<file path="config.mk">
export PLATFORM = sky130hd
export DESIGN_NAME = led_string_serializer
export DESIGN_NICKNAME = d
export VERILOG_FILES = /design/src/rtl/led_string_pkg.sv /design/src/rtl/led_bit_timer.sv /design/src/rtl/led_string_serializer.sv
export SDC_FILE = /design/constraint.sdc
export NUM_CORES = 1
export LEC_CHECK = 0
export CORE_ASPECT_RATIO = 1.2
export CORE_UTILIZATION = 55
export DETAILED_ROUTE_END_ITERATION = 10
export PLACE_DENSITY = 0.77
export SYNTH_ARGS = -nofsm -noshare
export SYNTH_HDL_FRONTEND = slang
export SYNTH_HIERARCHICAL = 1
export SYNTH_SLANG_ARGS = --single-unit
</file>
<file path="constraint.sdc">
create_clock -name clk -period 7 [get_ports clk]
set_clock_uncertainty 0.15 [all_clocks]
set_input_delay 1.4 -clock clk [delete_from_list [all_inputs] [get_ports clk]]
set_output_delay 1.4 -clock clk [all_outputs]
set_load 0.01 [all_outputs]
</file>
<file path="src/rtl/led_string_pkg.sv">
// Shared definitions for the LED string serializer and its upstream scheduler:
// FSM encoding, default NRZ timing constants and tick/brightness helpers.
package led_string_pkg;

    typedef enum logic [1:0] {
        ST_IDLE  = 2'd0,
        ST_HIGH  = 2'd1,
        ST_LOW   = 2'd2,
        ST_LATCH = 2'd3
    } state_e;

    localparam int DEF_CLK_PERIOD_NS = 50;
    localparam int DEF_DATA_WIDTH    = 24;
    localparam int DEF_T0H_NS        = 400;
    localparam int DEF_T1H_NS        = 800;
    localparam int DEF_BIT_NS        = 1250;
    localparam int DEF_LATCH_US      = 280;

    function automatic int ns_to_ticks(input int ns, input int clk_ns);
        return ns / clk_ns;
    endfunction

    function automatic int max_int(input int a, input int b);
        return (a > b) ? a : b;
    endfunction

    // Scales one 8-bit colour channel by (brightness+1)/256; 8'hFF is identity.
    function automatic logic [7:0] scale_channel(input logic [7:0] ch, input logic [7:0] br);
        logic [15:0] prod;
        prod = {8'd0, ch} * ({8'd0, br} + 16'd1);
        return 8'(prod >> 8);
    endfunction

endpackage

</file>
<file path="src/rtl/led_bit_timer.sv">
// Loadable down-counter with a terminal-count strobe, shared by bit-phase and latch timing.
module led_bit_timer #(
    parameter int W = 13
) (
    input  logic         clk,
    input  logic         reset_n,
    input  logic         load,
    input  logic [W-1:0] load_val,
    output logic         tc
);

    logic [W-1:0] cnt_q, cnt_d;

    // A load of N-1 makes tc assert N cycles after the load edge.
    always_comb begin
        cnt_d = cnt_q;
        if (load) begin
            cnt_d = load_val;
        end else if (cnt_q != W'(0)) begin
            cnt_d = cnt_q - W'(1);
        end else begin
            cnt_d = cnt_q;
        end
    end

    // Counter register.
    always_ff @(posedge clk or negedge reset_n) begin
        if (!reset_n) begin
            cnt_q <= W'(0);
        end else begin
            cnt_q <= cnt_d;
        end
    end

    assign tc = (cnt_q == W'(0));

endmodule

</file>
<file path="src/rtl/led_string_serializer.sv">
// WS2812-class NRZ serializer for one LED string with a one-pixel holding register.
// Optional macro LED_STRING_BRIGHTNESS_EN adds a brightness[7:0] scaler applied at accept.
module led_string_serializer
    import led_string_pkg::*;
#(
    parameter int CLK_PERIOD_NS = DEF_CLK_PERIOD_NS,
    parameter int DATA_WIDTH    = DEF_DATA_WIDTH,
    parameter int T0H_NS        = DEF_T0H_NS,
    parameter int T1H_NS        = DEF_T1H_NS,
    parameter int BIT_NS        = DEF_BIT_NS,
    parameter int LATCH_US      = DEF_LATCH_US
) (
    input  logic                  clk,
    input  logic                  reset_n,
    input  logic [DATA_WIDTH-1:0] pixel_data,
    input  logic                  pixel_data_valid,
    input  logic                  h_blank,
    output logic                  sdi,
    output logic                  string_ready
`ifdef LED_STRING_BRIGHTNESS_EN
    ,
    input  logic [7:0]            brightness
`endif
);

    localparam int T0H    = ns_to_ticks(T0H_NS, CLK_PERIOD_NS);
    localparam int T1H    = ns_to_ticks(T1H_NS, CLK_PERIOD_NS);
    localparam int TBIT   = ns_to_ticks(BIT_NS, CLK_PERIOD_NS);
    localparam int TLATCH = ns_to_ticks(LATCH_US * 1000, CLK_PERIOD_NS);
    localparam int CNT_W  = $clog2(max_int(TBIT, TLATCH) + 1);
    localparam int BIT_W  = $clog2(DATA_WIDTH);

    localparam logic [CNT_W-1:0] LD_T0H   = CNT_W'(T0H - 1);
    localparam logic [CNT_W-1:0] LD_T1H   = CNT_W'(T1H - 1);
    localparam logic [CNT_W-1:0] LD_T0L   = CNT_W'(TBIT - T0H - 1);
    localparam logic [CNT_W-1:0] LD_T1L   = CNT_W'(TBIT - T1H - 1);
    localparam logic [CNT_W-1:0] LD_LATCH = CNT_W'(TLATCH - 1);
    localparam logic [BIT_W-1:0] BIT_LAST = BIT_W'(DATA_WIDTH - 1);

    state_e                  state_q, state_d;
    logic [DATA_WIDTH-1:0]   shift_q, shift_d;
    logic [DATA_WIDTH-1:0]   hold_q, hold_d;
    logic [BIT_W-1:0]        bit_cnt_q, bit_cnt_d;
    logic                    hold_full_q, hold_full_d;
    logic                    blank_pend_q, blank_pend_d;
    logic                    sdi_q, sdi_d;
    logic                    ready_q, ready_d;
    logic [DATA_WIDTH-1:0]   pix_in_s;
    logic                    accept_s;
    logic                    tmr_load_s;
    logic [CNT_W-1:0]        tmr_val_s;
    logic                    tmr_tc_s;

    function automatic logic [CNT_W-1:0] high_load(input logic b);
        return b ? LD_T1H : LD_T0H;
    endfunction

    function automatic logic [CNT_W-1:0] low_load(input logic b);
        return b ? LD_T1L : LD_T0L;
    endfunction

`ifdef LED_STRING_BRIGHTNESS_EN
    assign pix_in_s = {scale_channel(pixel_data[23:16], brightness),
                       scale_channel(pixel_data[15:8],  brightness),
                       scale_channel(pixel_data[7:0],   brightness)};
`else
    assign pix_in_s = pixel_data;
`endif

    assign accept_s = pixel_data_valid && ready_q;

    led_bit_timer #(.W(CNT_W)) u_timer (
        .clk      (clk),
        .reset_n  (reset_n),
        .load     (tmr_load_s),
        .load_val (tmr_val_s),
        .tc       (tmr_tc_s)
    );

    // Handshake, holding register, latch request and bit-sequencing FSM.
    always_comb begin
        state_d      = state_q;
        shift_d      = shift_q;
        hold_d       = hold_q;
        hold_full_d  = hold_full_q;
        bit_cnt_d    = bit_cnt_q;
        blank_pend_d = blank_pend_q || h_blank;
        tmr_load_s   = 1'b0;
        tmr_val_s    = LD_T0H;

        if (accept_s) begin
            hold_d      = pix_in_s;
            hold_full_d = 1'b1;
        end else begin
            hold_d = hold_q;
        end

        case (state_q)
            ST_IDLE: begin
                if (hold_full_q) begin
                    shift_d     = hold_q;
                    hold_full_d = 1'b0;
                    bit_cnt_d   = BIT_LAST;
                    state_d     = ST_HIGH;
                    tmr_load_s  = 1'b1;
                    tmr_val_s   = high_load(hold_q[DATA_WIDTH-1]);
                end else if (blank_pend_q) begin
                    state_d    = ST_LATCH;
                    tmr_load_s = 1'b1;
                    tmr_val_s  = LD_LATCH;
                end else begin
                    state_d = ST_IDLE;
                end
            end
            ST_HIGH: begin
                if (tmr_tc_s) begin
                    state_d    = ST_LOW;
                    tmr_load_s = 1'b1;
                    tmr_val_s  = low_load(shift_q[DATA_WIDTH-1]);
                end else begin
                    state_d = ST_HIGH;
                end
            end
            ST_LOW: begin
                if (!tmr_tc_s) begin
                    state_d = ST_LOW;
                end else if (bit_cnt_q != BIT_W'(0)) begin
                    shift_d    = {shift_q[DATA_WIDTH-2:0], 1'b0};
                    bit_cnt_d  = bit_cnt_q - BIT_W'(1);
                    state_d    = ST_HIGH;
                    tmr_load_s = 1'b1;
                    tmr_val_s  = high_load(shift_q[DATA_WIDTH-2]);
                end else if (hold_full_q) begin
                    // Reload straight into the next bit so consecutive pixels stay gap-free.
                    shift_d     = hold_q;
                    hold_full_d = 1'b0;
                    bit_cnt_d   = BIT_LAST;
                    state_d     = ST_HIGH;
                    tmr_load_s  = 1'b1;
                    tmr_val_s   = high_load(hold_q[DATA_WIDTH-1]);
                end else begin
                    state_d = ST_IDLE;
                end
            end
            ST_LATCH: begin
                if (tmr_tc_s) begin
                    blank_pend_d = 1'b0;
                    state_d      = ST_IDLE;
                end else begin
                    state_d = ST_LATCH;
                end
            end
            default: begin
                state_d = ST_IDLE;
            end
        endcase

        sdi_d   = (state_q == ST_HIGH);
        ready_d = !hold_full_d && !blank_pend_d && (state_d != ST_LATCH);
    end

    // State and datapath registers; sdi trails the HIGH state by one cycle.
    always_ff @(posedge clk or negedge reset_n) begin
        if (!reset_n) begin
            state_q      <= ST_IDLE;
            shift_q      <= DATA_WIDTH'(0);
            hold_q       <= DATA_WIDTH'(0);
            bit_cnt_q    <= BIT_W'(0);
            hold_full_q  <= 1'b0;
            blank_pend_q <= 1'b0;
            sdi_q        <= 1'b0;
            ready_q      <= 1'b1;
        end else begin
            state_q      <= state_d;
            shift_q      <= shift_d;
            hold_q       <= hold_d;
            bit_cnt_q    <= bit_cnt_d;
            hold_full_q  <= hold_full_d;
            blank_pend_q <= blank_pend_d;
            sdi_q        <= sdi_d;
            ready_q      <= ready_d;
        end
    end

    assign sdi          = sdi_q;
    assign string_ready = ready_q;

endmodule

</file>
==> results_dict.tcl, run 1 <==
set metrics [dict create \
    core_area_sq_um 5740 \
    clk_pin_slew_ns 0.08 \
    cts_hold_repair.buffers 0 \
    dieArea_sq_um 6380 \
    finalHoldViolations 0 \
    timing.setup.critical_path_class "primary input to flop" \
    avgRoutedWirePerCell_um 15.9 \
    insertedDiodeCount 0 \
    synth_top_flop_cell "sky130_fd_sc_hd__dfrtp_1" \
    pre_cts_slack_ns 3.61 \
    drive_above_1_share 0.177 \
    post-place-cells 392 \
    clock_tree.htree_level_count 3 \
    totalWireLength_mm 6.50 \
    vdd_drop_max_v 0.000183 \
    cts-resized-gates 0 \
    route.detailed.vias_per_inst 5.80 \
    port-buffer-count 29 \
    synthesis.area_per_instance_sq_um 11.5 \
    cellLeakagePower_nw 1.67 \
    cts_sinks 72 \
    antenna_found_initial 0 \
    final_slew_violations 0 \
    synth_enable_flop_cells 0 \
    globalRouteTotalUtil 0.240 \
    critical_path.max_stage_delay_ns 0.82 \
    cp_top_family "simple AND/OR/NAND/NOR gates" \
    num_vias 2365 \
    drc 0 \
    mappedNetlistArea_sq_um 3330 \
    dr.first_iter.drc_count 159 \
    finalNonFillerCells 408 \
    max-cap-violations 0 \
    grt_first_pass_wirelength_mm 11.2 \
    place.detailed.hpwl_mm 4.03 \
    die_height_um 87.3 \
    worst-path-buf-inv 1 \
    synth.distinct_cells 52 \
    tritoncts "built" \
    cell_at_the_slowest_stage_of_the_critical_path "sky130_fd_sc_hd__nand2_1" \
    cp.required_ns 7.12 \
    ys_seq_area_frac 0.541 \
    critical_path.cell_chain "clkdlybuf4s50_1 > nand2_1 > nand2b_1 > a221oi_2" \
    number_of_buffers_on_the_longest_clock_path 2 \
    timing.hold.worst.class "flop to flop" \
    pin_count 30 \
    finalSetupViolCount 0 \
    timing.final.crit_period_ns 3.01 \
    routabilityCongestion 0.750 \
    area_growth_syn_to_layout_pct 16.9 \
    clk_root_buffer_cell "sky130_fd_sc_hd__clkbuf_8" \
    post_cts_buffers 0 \
    floorplan.initialDensity 0.581 \
    final.setup.worst_slack_ns 3.99 \
    layout.cell_area.non_filler_sq_um 3900 \
    power.density_nw_per_um2 368 \
    share_of_flip_flops_with_an_asynchronous_set_or_reset 1.00 \
    critPathArrivalTime_ns 3.13 \
    worst_slew_margin_rel 0.235 \
    worst_setup_path_end_kind "flop" \
    total_neg_setup_slack_ns 0 \
    worstSkewPairLatency_ns 0.36 \
    crit_path_start_kind "primary input" \
    std_cell_rows 30 \
    number_of_global_route_vias_before_repair 2349 \
    postSynthCellCount 291 \
    fin_util 0.679 \
    place_area_sq_um 3690 \
    ff_latch_area_sq_um 1800 \
    outcome "completed" \
    fmaxAchievable_ghz 0.332 \
    grt_setup_unrepaired "false" \
    final.fill_count 464 \
    timing.critical_path.fanout_max 25 \
    cts_inserted_buffers 9 \
    overflow 0 \
    maximum_number_of_pins_on_one_net_before_global_route_repair 73 \
    max_slew.worst_pin.slew_ns 1.14 \
    design.final.nets 355 \
    synth_seq_cells 72 \
    detailedRoute.firstPassIterationCount 4 \
    min_period_over_period 0.430 \
    antenna_violating_nets_post_route 0 \
    die_x_um 73.1 \
    multi_input_comb_area_sq_um 1400 \
    yosysWarningCount 6 \
]
## final cells by class
class                           count  area share
Multi-Input combinational cell    186       0.358
Timing Repair Buffer               33      0.0809
Clock buffer                       10      0.0353
Sequential cell                    72       0.463
Tap cell                           80      0.0257
Clock inverter                      6      0.0170
Inverter                           21      0.0202
## layout by cell type (no fill, tap or decap), types with 3 or more instances in the layout
master / count
sky130_fd_sc_hd__clkdlybuf4s50_1: 28
sky130_fd_sc_hd__conb_1: 3
sky130_fd_sc_hd__nand2b_1: 4
sky130_fd_sc_hd__o221a_1: 9
sky130_fd_sc_hd__dfrtp_1: 71
sky130_fd_sc_hd__buf_4: 4
sky130_fd_sc_hd__inv_1: 20
sky130_fd_sc_hd__mux2_2: 25
sky130_fd_sc_hd__clkbuf_8: 10
sky130_fd_sc_hd__nand2_1: 30
sky130_fd_sc_hd__xnor2_1: 8
sky130_fd_sc_hd__clkinvlp_4: 3
sky130_fd_sc_hd__ha_1: 4
sky130_fd_sc_hd__o21ai_1: 4
sky130_fd_sc_hd__or3_1: 5
sky130_fd_sc_hd__xor2_1: 3
sky130_fd_sc_hd__o32ai_1: 13
sky130_fd_sc_hd__nor2_1: 6
sky130_fd_sc_hd__o21ai_0: 10
sky130_fd_sc_hd__nand3_1: 6
sky130_fd_sc_hd__nor4_1: 3
sky130_fd_sc_hd__a21oi_1: 14
sky130_fd_sc_hd__nor3b_1: 3
sky130_fd_sc_hd__nor3_1: 3
## routing by layer
| layer | global-route usage | share of wire |
|---|---|---|
| met1 | 0.313 | 0.44 |
| met2 | 0.380 | 0.50 |
| met3 | 0.0347 | 0.045 |
| met4 | 0.141 | 0.019 |
| met5 | 0 | 0 |
## where the power goes
group / internal, mW / switching (mW) / total (mW)
combinational: 0.206 / 0.193 / 0.399
sequential: 0.575 / 0.127 / 0.702
clock: 0.175 / 0.161 / 0.335
total: 0.955 / 0.481 / 1.44
## cells in the mapped netlist (5+ instances only)
library cell                n  area share
sky130_fd_sc_hd__nand3_1    6      0.0090
sky130_fd_sc_hd__inv_1     20       0.023
sky130_fd_sc_hd__nor2_1     6      0.0068
sky130_fd_sc_hd__mux2_2    25       0.084
sky130_fd_sc_hd__a21oi_1   14       0.021
sky130_fd_sc_hd__dfrtp_1   71        0.53
sky130_fd_sc_hd__o21ai_0   10       0.015
sky130_fd_sc_hd__clkbuf_1   9       0.010
sky130_fd_sc_hd__nand2_1   30       0.034
sky130_fd_sc_hd__o221a_1    9       0.030
sky130_fd_sc_hd__xnor2_1    8       0.021
sky130_fd_sc_hd__o32ai_1   13       0.034
sky130_fd_sc_hd__or3_1      5      0.0094
## state kept, by name, indices dropped and copies added (netlist names)
| register | flops |
|---|---|
| hold_q | 24 |
| shift_q | 24 |
| u_timer/cnt_q | 13 |
| bit_cnt_q | 5 |
| state_q | 2 |
| blank_pend_q | 1 |
| hold_full_q | 1 |
| sdi | 1 |
| string_ready | 1 |
## metrics by stage
step                power, mW  hold WS, ns
detailed placement       1.11        0.341
finish                   1.44        0.358
CTS                      1.45        0.358
global placement         1.09        0.333
floorplan               0.990        0.317
global route             1.53        0.378
## final timing paths
kind | startpoint | to | slack, ns | cells past startpoint
max | pixel_data_valid | string_ready | 3.99 | 4
min | shift_q[23] | shift_q[23] | 0.36 | 1
max reg2reg | u_timer/cnt_q[8] | u_timer/cnt_q[3] | 4.01 | 8
min reg2reg | shift_q[23] | shift_q[23] | 0.36 | 1
max in group asynchronous | reset_n | shift_q[2] | 5.03 | 2
min in group asynchronous | reset_n | u_timer/cnt_q[10] | 1.09 | 2
## cell families after synthesis
| family | count (synthesis) | synth area share |
|---|---|---|
| simple gates | 75 | 0.132 |
| flops | 72 | 0.541 |
| compound gates | 67 | 0.152 |
| buf+inv | 35 | 0.0428 |
| mux | 26 | 0.0874 |
| xor+xnor | 11 | 0.0289 |
| fa+ha+maj | 4 | 0.0150 |
| other cells | 1 | 0.00112 |
No activity file was read; power rests on OpenSTA's default activity.
==> run 2, diff against run 1 <==
==> constraint.sdc (replaced) <==
create_clock -name clk -period 2.9 [get_ports clk]
set_clock_uncertainty 0.15 [all_clocks]
set_input_delay 0.58 -clock clk [delete_from_list [all_inputs] [get_ports clk]]
set_output_delay 0.58 -clock clk [all_outputs]
set_load 0.01 [all_outputs]
==> run 2 against run 1 <==
Largest power group unchanged. Core utilization rose by 0.98 points. Largest cell class unchanged. Highest routed layer unchanged. Worst setup slack got worse by 3.7 ns. Register-to-register slack got worse by 3.8 ns. Critical path type is now flop to flop.
==> results_dict.tcl, run 2 (synthesis gave the netlist of run 1 again) <==
set metrics [dict create \
    max_slew.worst_pin.slew_ns 0.722 \
    clock_tree.htree_level_count 3 \
    worst_slew_margin_rel 0.518 \
    worst_r2r_path_depth 9 \
    antenna_violating_nets_post_route 0 \
    globalRouteTotalUtil 0.237 \
    num_vias 2362 \
    finalSetupViolCount 0 \
    commonest_non_fill_non_tap_cells_in_the_layout "71 x sky130_fd_sc_hd__dfrtp_1, 30 x sky130_fd_sc_hd__nand2_1, 28 x sky130_fd_sc_hd__clkdlybuf4s50_1" \
    crit_path_end "u_timer/cnt_q[6]" \
    finalHoldViolations 0 \
    avgRoutedWirePerCell_um 15.8 \
    overflow 0 \
    port-buffer-count 29 \
    grt_first_pass_wirelength_mm 11.2 \
    insertedDiodeCount 0 \
    tritoncts "built" \
    grt_setup_unrepaired "false" \
    routabilityCongestion 0.823 \
    cellLeakagePower_nw 1.70 \
    number_of_global_route_vias_before_repair 2392 \
    min_period_over_period 0.911 \
    crit_path_start_kind "flop" \
    antenna_found_initial 0 \
    cts_sinks 72 \
    design.final.nets 360 \
    multi_input_comb_area_sq_um 1400 \
    largestRegisters "hold_q x24, shift_q x24, u_timer/cnt_q x13" \
    timing.setup.critical_path_class "flop to flop" \
    timing.hold.worst.class "primary input to async pin" \
    final.fill_count 436 \
    area_growth_syn_to_layout_pct 18.6 \
    die_x_um 73.1 \
    totalWireLength_mm 6.54 \
    overall_power_mw 3.49 \
    drive_above_1_share 0.192 \
    critPathLaunch "u_timer/cnt_q[8]" \
    number_of_buffers_on_the_longest_clock_path 2 \
    floorplan.initialDensity 0.581 \
    maximum_number_of_pins_on_one_net_before_global_route_repair 43 \
    layout_commonest_cell "sky130_fd_sc_hd__dfrtp_1" \
    detailedRoute.firstPassIterationCount 5 \
    timing.final.crit_period_ns 2.64 \
    ff2ff_setup_slack_ns 0.26 \
    dr.first_iter.drc_count 155 \
    final_slew_violations 0 \
    worstSkewPairLatency_ns 0.34 \
    cp.required_ns 2.95 \
    ff_latch_area_sq_um 1800 \
    worst_r2r_endpoint "u_timer/cnt_q[6]" \
    cts_inserted_buffers 9 \
    route.detailed.vias_per_inst 5.72 \
    drc 0 \
    worst_setup_path_end_kind "flop" \
    clk_root_buffer_cell "sky130_fd_sc_hd__clkbuf_8" \
    pin_count 30 \
    dieArea_sq_um 6380 \
    clk_pin_slew_ns 0.08 \
    core_area_sq_um 5740 \
    crit-reg2reg-launch "u_timer/cnt_q[8]" \
    fmaxAchievable_ghz 0.379 \
    timing.critical_path.fanout_max 9 \
    std_cell_rows 30 \
    die_height_um 87.3 \
    power.density_nw_per_um2 882 \
    outcome "completed" \
    vdd_drop_max_v 0.000687 \
    max-cap-violations 0 \
    place.detailed.hpwl_mm 4.36 \
    total_neg_setup_slack_ns 0 \
    critPathArrivalTime_ns 2.69 \
]
-- run 2: changes by cell type in the layout (fill, tap and decap cells not counted) --
cell	previous run	this run
sky130_fd_sc_hd__clkbuf_8	10	11
sky130_fd_sc_hd__a21oi_1	14	13
sky130_fd_sc_hd__clkinvlp_4	3	2
sky130_fd_sc_hd__clkinv_2	1	2
sky130_fd_sc_hd__inv_6	1	0
sky130_fd_sc_hd__buf_4	4	8
sky130_fd_sc_hd__a21oi_2	0	1
sky130_fd_sc_hd__buf_12	0	1
-- run 2: where the power goes --
part	internal (mW)	switching, mW
Sequential	1.39	0.310
Combinational	0.506	0.473
Clock	0.441	0.367
Total	2.34	1.15
-- run 2: critical path: stages (launching register included) --
cell and delay (ns):
sky130_fd_sc_hd__dfrtp_1 0.44, sky130_fd_sc_hd__nor4_1 0.43, sky130_fd_sc_hd__nand4b_1 0.21, sky130_fd_sc_hd__inv_2 0.19, sky130_fd_sc_hd__inv_1 0.12, sky130_fd_sc_hd__o21ai_0 0.16, sky130_fd_sc_hd__o41ai_1 0.11, sky130_fd_sc_hd__a21oi_2 0.26
sky130_fd_sc_hd__nand2b_1 0.29, sky130_fd_sc_hd__o21ai_0 0.14
-- run 2: per-stage QoR --
stage	utilization	std cells	setup WS (ns)	hold WS, ns	instance area [sq um]
after floorplan	-	293	0.337	0.134	3340
after global placement	0.652	397	0.299	0.333	3740
after detailed placement	0.652	397	0.185	0.340	3740
after CTS	0.688	413	0.142	0.158	3950
after global routing	0.688	413	0.0351	0.176	3950
final	0.688	413	0.258	0.146	3950
-- run 2: final cells by class --
cell class	instances	area share
Sequential cell	72	0.456
Multi-Input combinational cell	186	0.354
Timing Repair Buffer	38	0.0924
Clock buffer	11	0.0383
Tap cell	80	0.0253
Inverter	21	0.0199
Clock inverter	5	0.0139
-- run 2: per-layer routing --
metal  up-vias  track usage  routed length (um)
met1      1167        0.291                2800
met2        62        0.394                3410
met4         0       0.0945                  52
met5         -            0                   0
li1       1127            -                   -
met3         6       0.0648                 274
-- run 2: worst min-delay path by stage --
stage	end	slack [ns]
2_1_floorplan	bit_cnt_q[0]	0.13
3_3_place_gp	shift_q[0]	0.33
3_5_place_dp	shift_q[0]	0.34
4_1_cts	u_timer/cnt_q[8]	0.16
5_1_grt	shift_q[20]	0.18
6_report	u_timer/cnt_q[9]	0.15
-- run 2: timing repair --
action                     CTS  global route
buffers inserted             0             0
resized for setup            0             1
setup endpoints to repair    0            10
hold buffers                 0             0
==> run 3, diff against run 2 <==
--- a/config.mk
+++ b/config.mk
@@ -5,8 +5,10 @@
 export SDC_FILE = /design/constraint.sdc
 export NUM_CORES = 1
 export LEC_CHECK = 0
+export CAP_MARGIN = 15
 export CORE_ASPECT_RATIO = 1.2
 export CORE_UTILIZATION = 55
+export CTS_CLUSTER_SIZE = 24
 export DETAILED_ROUTE_END_ITERATION = 10
 export PLACE_DENSITY = 0.77
 export SYNTH_ARGS = -nofsm -noshare
==> results of run 3 <==
The final DEF is identical to that of run 2; final timing and power are the same.
